**src/rtl/lsu_ctrl_if.sv**
```systemverilog
`default_nettype none
// lsu_ctrl_if: handshaked data-memory bus between lsu_ctrl (master) and memory (slave).
// Rev 1.0
interface lsu_ctrl_if #(
   parameter int XLEN = 32
);
   logic            bus_req_o;
   logic            bus_we_o;
   logic [XLEN-1:0] bus_addr_o;
   logic [3:0]      bus_be_o;
   logic [XLEN-1:0] bus_wdata_o;
   logic            bus_ack_i;
   logic [XLEN-1:0] bus_rdata_i;

   modport master (
      output bus_req_o, bus_we_o, bus_addr_o, bus_be_o, bus_wdata_o,
      input  bus_ack_i, bus_rdata_i
   );

   modport slave (
      input  bus_req_o, bus_we_o, bus_addr_o, bus_be_o, bus_wdata_o,
      output bus_ack_i, bus_rdata_i
   );
endinterface
`default_nettype wire

```
**src/rtl/lsu_ctrl.sv**
```systemverilog
`default_nettype none
// lsu_ctrl: multi-cycle load/store sequencer between the core datapath and a handshaked data bus.
// Optional macro LSU_MISALIGN_TRAP_EN traps misaligned accesses instead of aligning down. Rev 1.0
module lsu_ctrl #(
   parameter int XLEN    = 32,
   parameter int TIMEOUT = 255
) (
   input  logic            clk_i,
   input  logic            rst_n_i,
   input  logic            mem_rd_en_i,
   input  logic            mem_wr_en_i,
   input  logic [2:0]      mem_sel_i,
   input  logic [XLEN-1:0] addr_i,
   input  logic [XLEN-1:0] wr_data_i,
   output logic            stall_o,
   output logic [XLEN-1:0] rd_data_o,
   output logic            rd_valid_o,
   output logic            err_o,
`ifdef LSU_MISALIGN_TRAP_EN
   output logic            misalign_o,
`endif
   lsu_ctrl_if.master      bus
);
   localparam int CW = $clog2(TIMEOUT + 1);

   typedef enum logic [1:0] {
      S_IDLE = 2'd0,
      S_REQ  = 2'd1,
      S_DONE = 2'd2
   } state_t;

   state_t          state_q, state_d;
   logic            req_q, req_d;
   logic            we_q, we_d;
   logic [XLEN-1:0] addr_q, addr_d;
   logic [3:0]      be_q, be_d;
   logic [XLEN-1:0] wdata_q, wdata_d;
   logic [2:0]      sel_q, sel_d;
   logic [1:0]      lo_q, lo_d;
   logic [CW-1:0]   cnt_q, cnt_d, cnt_inc;
   logic [XLEN-1:0] rd_data_q, rd_data_d;
   logic            valid_q, valid_d;
   logic            err_q, err_d;
   logic            mem_req;
   logic [7:0]      lane_b;
   logic [15:0]     lane_h;
   logic [XLEN-1:0] fmt;

   assign mem_req = mem_rd_en_i | mem_wr_en_i;
   assign cnt_inc = cnt_q + CW'(1);

`ifdef LSU_MISALIGN_TRAP_EN
   logic misal_q, misal_d;
   logic is_half, is_word, misaligned;
   assign is_half    = (mem_sel_i[1:0] == 2'b01);
   assign is_word    = (mem_sel_i[1:0] != 2'b00) && !is_half;
   assign misaligned = (is_half && addr_i[0]) || (is_word && (addr_i[1:0] != 2'b00));
   assign misalign_o = misal_q;
`endif

   // Lane extraction uses the low address bits captured at request time.
   always_comb begin
      case (lo_q)
         2'd0:    lane_b = bus.bus_rdata_i[7:0];
         2'd1:    lane_b = bus.bus_rdata_i[15:8];
         2'd2:    lane_b = bus.bus_rdata_i[23:16];
         default: lane_b = bus.bus_rdata_i[31:24];
      endcase
      lane_h = lo_q[1] ? bus.bus_rdata_i[31:16] : bus.bus_rdata_i[15:0];
      case (sel_q)
         3'b000:  fmt = {{(XLEN-8){lane_b[7]}}, lane_b};
         3'b001:  fmt = {{(XLEN-16){lane_h[15]}}, lane_h};
         3'b100:  fmt = {{(XLEN-8){1'b0}}, lane_b};
         3'b101:  fmt = {{(XLEN-16){1'b0}}, lane_h};
         default: fmt = bus.bus_rdata_i;
      endcase
   end

   always_comb begin
      state_d   = state_q;
      req_d     = req_q;
      we_d      = we_q;
      addr_d    = addr_q;
      be_d      = be_q;
      wdata_d   = wdata_q;
      sel_d     = sel_q;
      lo_d      = lo_q;
      cnt_d     = cnt_q;
      rd_data_d = rd_data_q;
      valid_d   = 1'b0;
      err_d     = 1'b0;
`ifdef LSU_MISALIGN_TRAP_EN
      misal_d   = 1'b0;
`endif
      case (state_q)
         S_IDLE: begin
            if (mem_req) begin
               we_d   = mem_wr_en_i;
               addr_d = {addr_i[XLEN-1:2], 2'b00};
               sel_d  = mem_sel_i;
               lo_d   = addr_i[1:0];
               case (mem_sel_i[1:0])
                  2'b00: begin
                     be_d    = 4'b0001 << addr_i[1:0];
                     wdata_d = {4{wr_data_i[7:0]}};
                  end
                  2'b01: begin
                     be_d    = addr_i[1] ? 4'b1100 : 4'b0011;
                     wdata_d = {2{wr_data_i[15:0]}};
                  end
                  default: begin
                     be_d    = 4'b1111;
                     wdata_d = wr_data_i;
                  end
               endcase
`ifdef LSU_MISALIGN_TRAP_EN
               if (misaligned) begin
                  state_d   = S_DONE;
                  valid_d   = 1'b1;
                  misal_d   = 1'b1;
                  rd_data_d = '0;
               end else
`endif
               begin
                  req_d   = 1'b1;
                  state_d = S_REQ;
               end
            end
         end
         S_REQ: begin
            // Ack takes priority over a timeout expiring in the same cycle.
            if (bus.bus_ack_i) begin
               req_d   = 1'b0;
               valid_d = 1'b1;
               state_d = S_DONE;
               if (!we_q) rd_data_d = fmt;
            end else if (cnt_inc == CW'(TIMEOUT)) begin
               req_d     = 1'b0;
               valid_d   = 1'b1;
               err_d     = 1'b1;
               rd_data_d = '0;
               cnt_d     = cnt_inc;
               state_d   = S_DONE;
            end else begin
               cnt_d = cnt_inc;
            end
         end
         S_DONE: begin
            cnt_d   = '0;
            state_d = S_IDLE;
         end
         default: state_d = S_IDLE;
      endcase
   end

   always_ff @(posedge clk_i or negedge rst_n_i) begin
      if (!rst_n_i) begin
         state_q   <= S_IDLE;
         req_q     <= 1'b0;
         we_q      <= 1'b0;
         addr_q    <= '0;
         be_q      <= '0;
         wdata_q   <= '0;
         sel_q     <= '0;
         lo_q      <= '0;
         cnt_q     <= '0;
         rd_data_q <= '0;
         valid_q   <= 1'b0;
         err_q     <= 1'b0;
`ifdef LSU_MISALIGN_TRAP_EN
         misal_q   <= 1'b0;
`endif
      end else begin
         state_q   <= state_d;
         req_q     <= req_d;
         we_q      <= we_d;
         addr_q    <= addr_d;
         be_q      <= be_d;
         wdata_q   <= wdata_d;
         sel_q     <= sel_d;
         lo_q      <= lo_d;
         cnt_q     <= cnt_d;
         rd_data_q <= rd_data_d;
         valid_q   <= valid_d;
         err_q     <= err_d;
`ifdef LSU_MISALIGN_TRAP_EN
         misal_q   <= misal_d;
`endif
      end
   end

   assign stall_o         = ((state_q == S_IDLE) && mem_req) || (state_q == S_REQ);
   assign rd_data_o       = rd_data_q;
   assign rd_valid_o      = valid_q;
   assign err_o           = err_q;
   assign bus.bus_req_o   = req_q;
   assign bus.bus_we_o    = we_q;
   assign bus.bus_addr_o  = addr_q;
   assign bus.bus_be_o    = be_q;
   assign bus.bus_wdata_o = wdata_q;
endmodule
`default_nettype wire

```
**src/flat_wrapper.sv**
```systemverilog
// flat-port wrapper written by rule: the top's interface ports become plain ports
module lsu_ctrl_flat 
#(
   parameter int XLEN    = 32,
   parameter int TIMEOUT = 255
)
  (clk_i, rst_n_i, mem_rd_en_i, mem_wr_en_i, mem_sel_i, addr_i, wr_data_i, stall_o, rd_data_o, rd_valid_o, err_o, bus_bus_req_o, bus_bus_we_o, bus_bus_addr_o, bus_bus_be_o, bus_bus_wdata_o, bus_bus_ack_i, bus_bus_rdata_i);
  lsu_ctrl_if #(.XLEN(XLEN)) bus_i ();
  input  logic clk_i;
  input  logic rst_n_i;
  input  logic mem_rd_en_i;
  input  logic mem_wr_en_i;
  input  logic [2:0] mem_sel_i;
  input  logic [XLEN-1:0] addr_i;
  input  logic [XLEN-1:0] wr_data_i;
  output logic stall_o;
  output logic [XLEN-1:0] rd_data_o;
  output logic rd_valid_o;
  output logic err_o;
  output wire logic [$bits(bus_i.bus_req_o)-1:0] bus_bus_req_o;
  output wire logic [$bits(bus_i.bus_we_o)-1:0] bus_bus_we_o;
  output wire logic [$bits(bus_i.bus_addr_o)-1:0] bus_bus_addr_o;
  output wire logic [$bits(bus_i.bus_be_o)-1:0] bus_bus_be_o;
  output wire logic [$bits(bus_i.bus_wdata_o)-1:0] bus_bus_wdata_o;
  input wire logic [$bits(bus_i.bus_ack_i)-1:0] bus_bus_ack_i;
  input wire logic [$bits(bus_i.bus_rdata_i)-1:0] bus_bus_rdata_i;
  assign bus_bus_req_o = bus_i.bus_req_o;
  assign bus_bus_we_o = bus_i.bus_we_o;
  assign bus_bus_addr_o = bus_i.bus_addr_o;
  assign bus_bus_be_o = bus_i.bus_be_o;
  assign bus_bus_wdata_o = bus_i.bus_wdata_o;
  assign bus_i.bus_ack_i = bus_bus_ack_i;
  assign bus_i.bus_rdata_i = bus_bus_rdata_i;
  lsu_ctrl #(.XLEN(XLEN), .TIMEOUT(TIMEOUT)) u_core (.clk_i(clk_i), .rst_n_i(rst_n_i), .mem_rd_en_i(mem_rd_en_i), .mem_wr_en_i(mem_wr_en_i), .mem_sel_i(mem_sel_i), .addr_i(addr_i), .wr_data_i(wr_data_i), .stall_o(stall_o), .rd_data_o(rd_data_o), .rd_valid_o(rd_valid_o), .err_o(err_o), .bus(bus_i));
endmodule
```
**config.mk**
```make
export PLATFORM = sky130hd
export DESIGN_NAME = lsu_ctrl_flat
export DESIGN_NICKNAME = d
export VERILOG_FILES = /design/src/rtl/lsu_ctrl_if.sv /design/src/rtl/lsu_ctrl.sv /design/src/flat_wrapper.sv
export SDC_FILE = /design/constraint.sdc
export NUM_CORES = 1
export LEC_CHECK = 0
export CAP_MARGIN = 0
export CELL_PAD_IN_SITES_DETAIL_PLACEMENT = 1
export CELL_PAD_IN_SITES_GLOBAL_PLACEMENT = 1
export CORE_ASPECT_RATIO = 0.5
export CORE_MARGIN = 2
export CORE_UTILIZATION = 34
export CTS_CLUSTER_DIAMETER = 120
export DETAILED_ROUTE_END_ITERATION = 6
export GPL_ROUTABILITY_DRIVEN = 0
export PLACE_DENSITY_LB_ADDON = 0.1
export SLEW_MARGIN = 10
export SYNTH_ARGS = -nofsm -noshare
export SYNTH_HDL_FRONTEND = slang
export SYNTH_SLANG_ARGS = --single-unit
export TNS_END_PERCENT = 20
```
**constraint.sdc**
```tcl
create_clock -name clk_i -period 3 [get_ports clk_i]
set_clock_uncertainty 0.1 [all_clocks]
set_input_delay 0.6 -clock clk_i [delete_from_list [all_inputs] [get_ports clk_i]]
set_output_delay 0.6 -clock clk_i [all_outputs]
set_load 0.05 [all_outputs]
```
==> results by stage <==
Setup path:
- The longest individual stage delay on the worst path is about 0.52 ns.
- The data required time of the critical path is around 3.2 ns.
- The kind of end point of the critical path is a register.
- The worst reg2reg path endpoint is u_core.rd_data_o[8].
- The sum of buffers and inverters on the critical path is 2.
- The setup slack on the worst flop-to-flop path is a little over 0.6 ns.
- The worst setup path is of the in2reg kind.
- The launching element type of the critical path is a primary input.
- Along the worst path, the maximum fanout reaches 24.
- The cell family contributing the most delay on the critical path is simple AND/OR/NAND/NOR gates.
- The worst flop-to-flop path startpoint is u_core.cnt_q[0].
- The arrival time of data at the critical path endpoint is around 2.7 ns.
- Among all stages on the critical path, the largest delay is contributed by or4_4.
- The worst reg-to-reg path cell count is 6.
- The signal on the critical path passes through clkdlybuf4s50_1 > or3b_1 > or4_4 > o21ai_4 > buf_12 > mux2_2.

Global routing:
- For this run the aggregate overflow at the end of global routing stands at 0.
- The overall track demand over capacity in global routing is a little over 20%.
- The maximum number of pins on one net before global-route repair is 75.
- The via count of the first global-routing pass is just over 5000.
- The first global-routing pass estimated 28000 um of wire.
- The initial antenna violation count came to 0.

Yosys:
- The fraction of registers with async set or reset after synthesis is 100%.
- Sequential elements use between 50% and 60% of the synthesized area.
- Counting distinct cell types in the post-synthesis netlist gives 48.
- Counting flops with a built-in enable in the synthesized netlist gives 0.
- The average footprint of a synthesized cell is 11.1 um2.
- By area the synthesized netlist is led by dfrtp_1 (51%), mux2_2 (9.2%), mux2i_1 (6.6%).
- The predominant post-synthesis flop cell is dfrtp_1.
- The cell with the most instances after synthesis is dfrtp_1.
- Counting instances in the post-synthesis netlist gives the leading cell types as dfrtp_1 (117), o21ai_0 (74), nand2_1 (59).
- The total standard cell area after synthesis is between 0.005 and 0.006 mm2.
- After synthesis, the largest area contributor takes up between 50% and 60% of total cell area.
- Of all cell types, the one taking the most synthesized area is dfrtp_1.
- The synthesized design contains approximately 120 register bits.
- Counting every instance in the synthesized netlist gives approximately 520.
- Yosys printed 0 warnings.

Floorplan:
- The floorplan has 33 rows.
- The number of top-level pins is between 200 and 250.
- Once the floorplan was initialized, standard cells occupied a little over a third of the core.
- The total area inside the core boundary comes to about 0.016 mm2.
- The die covers 0.0180 mm2.
- The die outline height is between 90 and 100 um.
- The floorplan die width is around 190 um.

Place:
- At the placement stage, the worst setup path has a slack of between 0.09 and 0.1 ns.
- The total half-perimeter wirelength after legalization and detailed placement is ~13000 um.
- In this run the tool buffered the top-level ports with slightly above 200 buffer cells.

Timing:
- Setup repair after global routing left no endpoint under its margin.
- The top achievable clock speed is around 400 MHz.
- Adding up every negative setup slack in the final design gives 0 ns.
- For the pin with the worst max-slew slack, the measured transition is 0.645 ns.
- The final critical path time including I/O delays and setup is approximately 2.5 ns.
- The final number of hold-violating endpoints was 0.
- The count of final max-slew check failures is 0.
- Across all setup checks in the final design, the least slack found is roughly 0.53 ns.
- The headroom to the max-slew limit is a little under three fifths.
- Of the available clock period, the critical path in the final layout requires between 80 and 90%.
- Setup violations remaining at the end of the flow were counted as 0.

CTS:
- In this run, post-CTS repair resized a total of 0 instances.
- The H-tree generated during clock tree synthesis spans 4 levels.
- The clock passes through at most 2 buffers.
- The root buffer cell chosen for the clock tree is clkbuf_16.
- TritonCTS built the clock tree.
- The clock drives ~120 sinks.
- Buffers inserted during clock tree synthesis total 17.
- In this run, post-CTS hold repair placed 0 buffers.
- After clock tree synthesis, the clock-pin slew on the worst setup and hold paths is 0.06 ns.
- The post-CTS setup repair buffer count is 0.
- The clock insertion delay at the later pin of the skew report is 0.42 ns.

Hold path:
- The worst hold path belongs to the class in2async.

Pwr:
- For this design the static power due to leakage is around 3.7 nW.
- The peak supply drop is ~620 uV.
- The power density over the cells is 1230 mW/mm2.

Route:
- The first-pass detailed-route iteration total is 4.
- The number of vias per cell is roughly 5.0.
- The post-route antenna net violation count is 0.
- After detailed routing, the average wire length per cell comes to 18.3 um.
- The initial DRC count is 232.
- The total via count in the routed design is 4805.
- The overall routed net length is ~18000 um.
- The number of design rule violations left after detail routing is 0.

Final layout:
- The number of inserted diodes is 0.
- From synthesis to final layout, the design area changed by 51.8%.
- In the final design database the tool counted 834 nets.
- The fraction of final layout cells with drive strength greater than 1 is ~18%.

Run status:
- The flow ran to the end, and the final reports show no timing, DRC or antenna violations.

Flow run:
- Across the run, the number of max-cap violations was 0.
routing by layer:
layer	GRT usage, %	vias to the layer above	routed length [um]
met5	0	-	0
li1	-	2259	-
met1	24.6	2385	7780
met2	33.9	142	8220
met3	8.20	19	1550
met4	5.45	0	174
cells by family (layout without fill, tap and decap cells):
family	after synthesis	after routing	synth area share [%]
compound gates	133	133	13.5
mux	106	106	21.5
fa+ha+maj	2	2	0.435
flops	117	117	51.0
xor+xnor	2	2	0.305
other cells	1	2	0.0653
simple gates	110	110	9.19
buf+inv	47	269	4.09
registers in the layout, indices dropped and copies added (netlist names):
register and flops:
u_core.bus.bus_wdata_o 32, u_core.rd_data_o 32, u_core.bus.bus_addr_o 30, u_core.cnt_q 8
u_core.bus.bus_be_o 4, u_core.sel_q 3, u_core.lo_q 2, u_core.state_q 2
u_core.bus.bus_req_o 1, u_core.bus.bus_we_o 1, u_core.err_o 1, u_core.rd_valid_o 1
layout make-up:
type | count | area (um2)
clock buffer | 20 | 467
clock inverter | 12 | 153
fill | 1733 | 7750
inverter | 9 | 33.8
multi-input combinational | 355 | 2600
sequential | 117 | 2930
tap | 227 | 284
timing repair buffer | 228 | 2260
power breakdown:
group / total [mW] / internal, mW / switching, mW
registers: 2.74 / 2.27 / 0.472
clock network: 2.14 / 1.37 / 0.775
logic: 5.81 / 2.17 / 3.64
total: 10.7 / 5.81 / 4.89
per-stage QoR:
step,hold slack [ns],instances,utilization [%],total power [mW],area (um2)
after floorplan,0.204,519,-,6.56,5750
after global placement,0.361,936,49.2,8.49,8100
after detailed placement,0.373,936,49.2,8.61,8100
after CTS,0.0643,968,52.9,10.8,8720
after global routing,0.0852,968,52.9,11.2,8720
final,0.0544,968,52.9,10.7,8720
worst max-delay path by stage:
stage / startpoint / end / slack (ns) / cells past startpoint
2_1_floorplan: bus_bus_ack_i / u_core.rd_data_o[11] / 0.46 / 6
3_3_place_gp: bus_bus_ack_i / u_core.rd_data_o[8] / 0.12 / 6
3_5_place_dp: bus_bus_ack_i / u_core.rd_data_o[31] / 0.1 / 6
4_1_cts: bus_bus_ack_i / u_core.rd_data_o[9] / 0.54 / 6
5_1_grt: bus_bus_ack_i / u_core.rd_data_o[9] / 0.48 / 6
6_report: bus_bus_ack_i / u_core.rd_data_o[8] / 0.53 / 6
cells in the final DEF (no fill, tap or decap), types with 2 or more instances in the layout:
cell type and instances:
clkinv_2 3, conb_1 2, clkdlybuf4s50_1 204, nor2_1 17
and2_1 2, mux2_4 20, and3_1 2, buf_4 21
o221ai_1 7, dfrtp_1 117, nand4_1 2, mux2i_1 38
bufinv_16 3, and3b_1 7, clkinv_4 2, o211ai_1 10
a21oi_1 23, o21ba_2 2, o21ai_4 2, clkinvlp_4 4
buf_12 3, mux2_2 47, clkbuf_8 3, ha_1 2
inv_1 9, clkbuf_16 17, nand2_1 59, nor2b_1 9
nand3_1 2, o21ai_0 74, xnor2_1 2, a31oi_1 9
(Power assumes the default switching activity.)
